===== config.mk =====
export PLATFORM = sky130hd
export DESIGN_NAME = instr_fetch_unit_flat
export DESIGN_NICKNAME = d
export VERILOG_FILES = /design/src/rtl/imem_if.sv /design/src/rtl/instr_fetch_unit.sv /design/src/flat_wrapper.sv
export SDC_FILE = /design/constraint.sdc
export NUM_CORES = 1
export LEC_CHECK = 0
export CAP_MARGIN = 10
export CORE_AREA = 2 2 97 99
export DETAILED_ROUTE_END_ITERATION = 6
export DIE_AREA = 0 0 99 101
export PLACE_DENSITY = 0.71
export SYNTH_ARGS = -nofsm -noshare
export SYNTH_HDL_FRONTEND = slang
export SYNTH_SLANG_ARGS = --single-unit

===== constraint.sdc =====
create_clock -name clk -period 2.71 [get_ports clk]
set_input_delay 0.542 -clock clk [delete_from_list [all_inputs] [get_ports clk]]
set_output_delay 0.542 -clock clk [all_outputs]
set_load 0.01 [all_outputs]

===== src/rtl/imem_if.sv =====
// Instruction-memory request/acknowledge bus between the fetch unit and instruction memory.
interface imem_if #(
    parameter int ADDR_W  = 8,
    parameter int INSTR_W = 16
) ();
    logic               req;
    logic [ADDR_W-1:0]  addr;
    logic               ack;
    logic [INSTR_W-1:0] rdata;

    modport master (output req, output addr, input ack, input rdata);
    modport slave  (input req, input addr, output ack, output rdata);
endinterface


===== src/rtl/instr_fetch_unit.sv =====
// MINI-RISC instruction fetch front end: single-outstanding memory fetch into a small
// prefetch buffer, with sequential advance, jump redirect and halt driven by decode.
module instr_fetch_unit #(
    parameter int                ADDR_W   = 8,
    parameter int                INSTR_W  = 16,
    parameter int                DEPTH    = 2,
    parameter logic [ADDR_W-1:0] RESET_PC = {ADDR_W{1'b0}}
) (
    input  logic               clk,
    input  logic               rst,
    imem_if.master             imem,
    input  logic               i_stall,
    input  logic               i_inc_pc,
    input  logic               i_jump,
    input  logic [ADDR_W-1:0]  i_jump_target,
    output logic               o_instr_valid,
    output logic [INSTR_W-1:0] o_instr,
    output logic [4:0]         o_opcode,
    output logic [ADDR_W-1:0]  o_instr_pc,
    output logic               o_halted
);
    typedef enum logic [1:0] {
        ST_RUN      = 2'd0,
        ST_REDIRECT = 2'd1,
        ST_HALTED   = 2'd2
    } state_t;

    localparam int                CNT_W   = $clog2(DEPTH + 1);
    localparam logic [CNT_W-1:0]  DEPTH_C = CNT_W'(DEPTH);
    localparam logic [CNT_W-1:0]  CNT_0   = {CNT_W{1'b0}};
    localparam logic [ADDR_W-1:0] PC_ONE  = ADDR_W'(1);
    localparam logic [4:0]        OPC_NOP = 5'b00000;

    state_t             r_state, w_state;
    logic               r_req, w_req;
    logic [ADDR_W-1:0]  r_addr, w_addr;
    logic [ADDR_W-1:0]  r_fetch_pc, w_fetch_pc;
    logic [CNT_W-1:0]   r_count, w_count;
    logic [INSTR_W-1:0] r_buf_instr [DEPTH];
    logic [INSTR_W-1:0] w_buf_instr [DEPTH];
    logic [ADDR_W-1:0]  r_buf_pc    [DEPTH];
    logic [ADDR_W-1:0]  w_buf_pc    [DEPTH];
    logic               r_valid;
    logic [4:0]         r_opcode;
    logic               r_halted;

    logic               w_accept;
    logic               w_flush;
    logic               w_busy;
    logic               w_push;
    logic               w_pop;
    logic [CNT_W-1:0]   w_after_pop;

    // Acks are only meaningful for a live request; data is kept only in RUN.
    assign w_accept    = r_valid & ~i_stall;
    assign w_flush     = w_accept & (i_jump | ~i_inc_pc);
    assign w_busy      = r_req & ~imem.ack;
    assign w_push      = r_req & imem.ack & (r_state == ST_RUN) & ~w_flush;
    assign w_pop       = w_accept & ~w_flush;
    assign w_after_pop = r_count - CNT_W'(w_pop);

    // Prefetch buffer next contents: shift out the head on pop, append at the tail on push.
    always_comb begin
        w_buf_instr = r_buf_instr;
        w_buf_pc    = r_buf_pc;
        for (int i = 0; i < DEPTH - 1; i++) begin
            w_buf_instr[i] = w_pop ? r_buf_instr[i + 1] : r_buf_instr[i];
            w_buf_pc[i]    = w_pop ? r_buf_pc[i + 1]    : r_buf_pc[i];
        end
        for (int i = 0; i < DEPTH; i++) begin
            w_buf_instr[i] = (w_push && (CNT_W'(i) == w_after_pop)) ? imem.rdata : w_buf_instr[i];
            w_buf_pc[i]    = (w_push && (CNT_W'(i) == w_after_pop)) ? r_addr     : w_buf_pc[i];
        end
        w_count = w_flush ? CNT_0 : (w_after_pop + CNT_W'(w_push));
    end

    // Fetch FSM: request issue, redirect and halt sequencing.
    always_comb begin
        w_state    = r_state;
        w_req      = w_busy;
        w_addr     = r_addr;
        w_fetch_pc = r_fetch_pc;
        case (r_state)
            ST_RUN: begin
                if (w_accept && i_jump) begin
                    if (w_busy) begin
                        w_state    = ST_REDIRECT;
                        w_fetch_pc = i_jump_target;
                    end else begin
                        w_req      = 1'b1;
                        w_addr     = i_jump_target;
                        w_fetch_pc = i_jump_target + PC_ONE;
                    end
                end else if (w_accept && !i_inc_pc) begin
                    w_state = ST_HALTED;
                end else if (!w_busy && (w_count < DEPTH_C)) begin
                    w_req      = 1'b1;
                    w_addr     = r_fetch_pc;
                    w_fetch_pc = r_fetch_pc + PC_ONE;
                end else begin
                    w_state = ST_RUN;
                end
            end
            ST_REDIRECT: begin
                // The stale fetch completes this cycle; its data is dropped and the target issues.
                if (!w_busy) begin
                    w_state    = ST_RUN;
                    w_req      = 1'b1;
                    w_addr     = r_fetch_pc;
                    w_fetch_pc = r_fetch_pc + PC_ONE;
                end else begin
                    w_state = ST_REDIRECT;
                end
            end
            ST_HALTED: begin
                w_state = ST_HALTED;
            end
            default: begin
                w_state = ST_RUN;
                w_req   = 1'b0;
            end
        endcase
    end

    // State, bus and buffer registers; decode-facing outputs are registered copies.
    always_ff @(posedge clk or posedge rst) begin
        if (rst) begin
            r_state    <= ST_RUN;
            r_req      <= 1'b0;
            r_addr     <= RESET_PC;
            r_fetch_pc <= RESET_PC;
            r_count    <= CNT_0;
            r_valid    <= 1'b0;
            r_opcode   <= OPC_NOP;
            r_halted   <= 1'b0;
            for (int i = 0; i < DEPTH; i++) begin
                r_buf_instr[i] <= {INSTR_W{1'b0}};
                r_buf_pc[i]    <= {ADDR_W{1'b0}};
            end
        end else begin
            r_state     <= w_state;
            r_req       <= w_req;
            r_addr      <= w_addr;
            r_fetch_pc  <= w_fetch_pc;
            r_count     <= w_count;
            r_buf_instr <= w_buf_instr;
            r_buf_pc    <= w_buf_pc;
            r_valid     <= (w_count != CNT_0);
            r_opcode    <= (w_count != CNT_0) ? w_buf_instr[0][INSTR_W-1 -: 5] : OPC_NOP;
            r_halted    <= (w_state == ST_HALTED);
        end
    end

    assign imem.req      = r_req;
    assign imem.addr     = r_addr;
    assign o_instr_valid = r_valid;
    assign o_instr       = r_buf_instr[0];
    assign o_opcode      = r_opcode;
    assign o_instr_pc    = r_buf_pc[0];
    assign o_halted      = r_halted;
endmodule


===== src/flat_wrapper.sv =====
// flat-port wrapper written by rule: the top's interface ports become plain ports
module instr_fetch_unit_flat 
#(
    parameter int                ADDR_W   = 8,
    parameter int                INSTR_W  = 16,
    parameter int                DEPTH    = 2,
    parameter logic [ADDR_W-1:0] RESET_PC = {ADDR_W{1'b0}}
)
  (clk, rst, i_stall, i_inc_pc, i_jump, i_jump_target, o_instr_valid, o_instr, o_opcode, o_instr_pc, o_halted, imem_req, imem_addr, imem_ack, imem_rdata);
  imem_if #(.ADDR_W(ADDR_W), .INSTR_W(INSTR_W)) imem_i ();
  input  logic clk;
  input  logic rst;
  input  logic i_stall;
  input  logic i_inc_pc;
  input  logic i_jump;
  input  logic [ADDR_W-1:0] i_jump_target;
  output logic o_instr_valid;
  output logic [INSTR_W-1:0] o_instr;
  output logic [4:0] o_opcode;
  output logic [ADDR_W-1:0] o_instr_pc;
  output logic o_halted;
  output wire logic [$bits(imem_i.req)-1:0] imem_req;
  output wire logic [$bits(imem_i.addr)-1:0] imem_addr;
  input wire logic [$bits(imem_i.ack)-1:0] imem_ack;
  input wire logic [$bits(imem_i.rdata)-1:0] imem_rdata;
  assign imem_req = imem_i.req;
  assign imem_addr = imem_i.addr;
  assign imem_i.ack = imem_ack;
  assign imem_i.rdata = imem_rdata;
  instr_fetch_unit #(.ADDR_W(ADDR_W), .INSTR_W(INSTR_W), .DEPTH(DEPTH), .RESET_PC(RESET_PC)) u_core (.clk(clk), .rst(rst), .imem(imem_i), .i_stall(i_stall), .i_inc_pc(i_inc_pc), .i_jump(i_jump), .i_jump_target(i_jump_target), .o_instr_valid(o_instr_valid), .o_instr(o_instr), .o_opcode(o_opcode), .o_instr_pc(o_instr_pc), .o_halted(o_halted));
endmodule

==> metrics.cfg <==
[outcome]
outcome = finished, final reports clean

[detailed_routing]
dr.first_iter.drc_count = 107
via_per_inst = 5.03
postRouteAntennaNets = 0
drc = 0
via_count = 2657
drt-total-wl_mm = 7.62
post_drt_wl_per_cell_um = 14.4
firstDrtPassIters = 4

[die]
fp.dieArea_um2 = 10000
start_util_pct = 43.7
num_rows = 35
die_y_um = 101
io_pins = 70
core_area_um2 = 8980
dieWidth_um = 99

[sta]
finalClockSkew_ns = 0.0104
min_period_ns = 2.57
fmax_mhz = 389
whs_ns = 0.496
rsz0062_at_grt = false
finalSetupViolations = 0
worstMarginPinSlew_ns = 0.454
final_hold_viol_count = 0
timing.final.crit_share_pct = 94.8
relSlewSlack_pct = 69.7
drv_slew = 0

[place]
place_congestion = 0.809
post_dp_cell_area_um2 = 4690
portBuffers = 69
hpwl_mm = 5.38

[clocking]
clock-sinks = 76
worstSkewPairLatency_ns = 0.33
post_cts_buffers = 0
path_clk_slew_ns = 0.08
root_buffer = clkbuf_8
cts_tree = built
h-tree-depth = 3
cts_buffers = 9
cts_max_path_buffers = 2

[synthesis]
synth_area_leaders = dfrtp_1 (48%), mux2_4 (6.9%), mux2i_1 (6.6%)
ys_ff_latch = 76
synth_top_cells_by_count = dfrtp_1 (76), nand2_1 (35), nor2_1 (32), mux2i_1 (26)
yosysSeqAreaShare_pct = 48.5
synth_nets = 382
ys.flop_type = dfrtp_1
synth_edf_count = 0
avgSynthCellArea_um2 = 11.3
synthArstFlopShare_pct = 100
syn_area_um2 = 3930
synth_cell_types = 44
synth_most_common_cell = dfrtp_1
synth_top_area_share_pct = 48.5
yosysWarnings = 0
synth_cells = 348
synth.largest_area_cell = dfrtp_1

[global_route]
grt_overflow = 0
grt_use_met1_pct = 23.2
grt_use_total_pct = 16.5
grt_pass1_vias = 2817
grt_pass1_wl_mm = 13.3
busiest_layer = met2
use_met2_pct = 26.2
grtUsageMet3_pct = 2.70
antenna_found_initial = 0
grt_max_degree = 77

[critical_path]
crit_path_end_kind = flop
critPathArrivalTime_ns = 2.79
cp_max_fo = 8
startpoint_type = input port
r2r_slack_ns = 0.45
setup.worst_path.class = in2reg
worstPathRequired_ns = 2.93

[finish]
fin_util_pct = 54.2
area_growth_pct = 23.9
num-fill-cells = 818
multi_input_area_um2 = 1730
layout-drive-gt1-share_pct = 21.6
n_antenna_cell = 0
fin_area_um2 = 4860
register_area_um2 = 1900
nets = 446

[flow_run]
drv_cap = 0

[power_and_ir_drop]
ir_drop_v = 0.000390
powerDensity_nw_per_um2 = 1050
p_leak_nw = 2.10

[min_path]
holdCritPathClass = reg2reg

==> final timing paths <==
kind                                           start             endpoint  cells past startpoint
worst max-delay path                          i_jump  u_core.imem.addr[6]                     10
worst min-delay path              u_core.r_buf_pc[4]   u_core.r_buf_pc[4]                      1
worst max register to register  u_core.o_instr_valid  u_core.imem.addr[6]                      9
worst min register to register    u_core.r_buf_pc[4]   u_core.r_buf_pc[4]                      1
max in group asynchronous                        rst   u_core.r_buf_pc[7]                      3
min in group asynchronous                        rst      u_core.o_halted                      3
==> cells by family (layout without fill, tap and decap cells) <==
| logic type | Yosys count | count (layout) | share of synthesized area, % |
|---|---|---|---|
| muxes | 60 | 60 | 18.1 |
| buffers and inverters | 46 | 115 | 8.32 |
| xor gates and xnor gates | 9 | 9 | 2.39 |
| and+or+nand+nor | 100 | 100 | 12.3 |
| adders and majority gates | 4 | 4 | 1.28 |
| AOI/OAI and AO/OA | 53 | 53 | 9.12 |
| DFF | 76 | 76 | 48.5 |
==> critical path, cell delays in order <==
cell             delay (ns)
clkdlybuf4s50_1        0.49
nand2b_4               0.15
nor2_4                 0.04
ha_1                   0.28
inv_1                  0.06
ha_1                   0.23
xnor2_2                0.27
nor2_2                 0.11
o21bai_4               0.26
mux2_2                 0.37
==> per-layer routing <==
layer  vias to the layer above  wire [um]
met4                         0         25
met1                      1285       3630
met2                        74       3620
met5                         -          0
li1                       1294          -
met3                         4        350
==> cell usage in the layout, fill, tap and decap left out, types with 2 or more instances in the layout <==
master / count
o22ai_1: 4
nand3_1: 6
ha_1: 4
nand4_1: 2
nand2_1: 35
and2_1: 7
nor2b_1: 2
clkbuf_1: 2
nor2_1: 31
and3_1: 4
xnor2_1: 5
mux2_1: 2
nand2b_1: 3
a21oi_2: 9
nand2b_4: 2
mux2i_1: 26
clkdlybuf4s50_1: 69
inv_1: 6
mux2_2: 14
clkbuf_8: 9
mux2_4: 18
buf_12: 3
dfrtp_1: 76
a22o_1: 2
o21ai_0: 6
a21oi_1: 25
buf_4: 20
clkinvlp_4: 3
xor2_1: 2
xnor2_2: 2
==> timing repair <==
item | in CTS | in global routing
endpoints found under the setup margin | 0 | 8
hold buffers | 0 | 0
resized for setup | 0 | 2
==> final cells by class <==
cell class / count / area share (%)
Inverter: 7 / 0.540
Clock inverter: 5 / 0.746
Multi-Input combinational cell: 226 / 35.5
Timing Repair Buffer: 92 / 18.5
Tap cell: 111 / 2.85
Clock buffer: 11 / 2.70
Sequential cell: 76 / 39.1
==> power breakdown <==
group / switching, mW / internal, mW / total, mW
clock: 0.415 / 0.335 / 0.750
sequential: 0.382 / 1.68 / 2.06
combinational: 0.948 / 1.35 / 2.30
total: 1.74 / 3.36 / 5.11
==> metrics by stage <==
step	cells	total power, mW	setup slack [ns]	setup TNS, ns
after floorplan	348	3.58	0.0840	0
after global placement	512	4.31	-0.211	-2.52
after detailed placement	512	4.39	-0.305	-4.57
after CTS	528	5.17	0.0290	0
after global routing	528	5.49	0.0198	0
final	528	5.11	0.141	0
==> registers in the layout, indices dropped and copies added, names as in the netlist, 2 cells and up <==
register	cells
u_core.r_buf_pc	8
u_core.r_buf_instr	16
u_core.r_state	2
u_core.imem.addr	8
u_core.o_instr	16
u_core.r_count	2
u_core.r_fetch_pc	8
u_core.o_instr_pc	8
u_core.o_opcode	5
(Power assumes the default switching activity.)
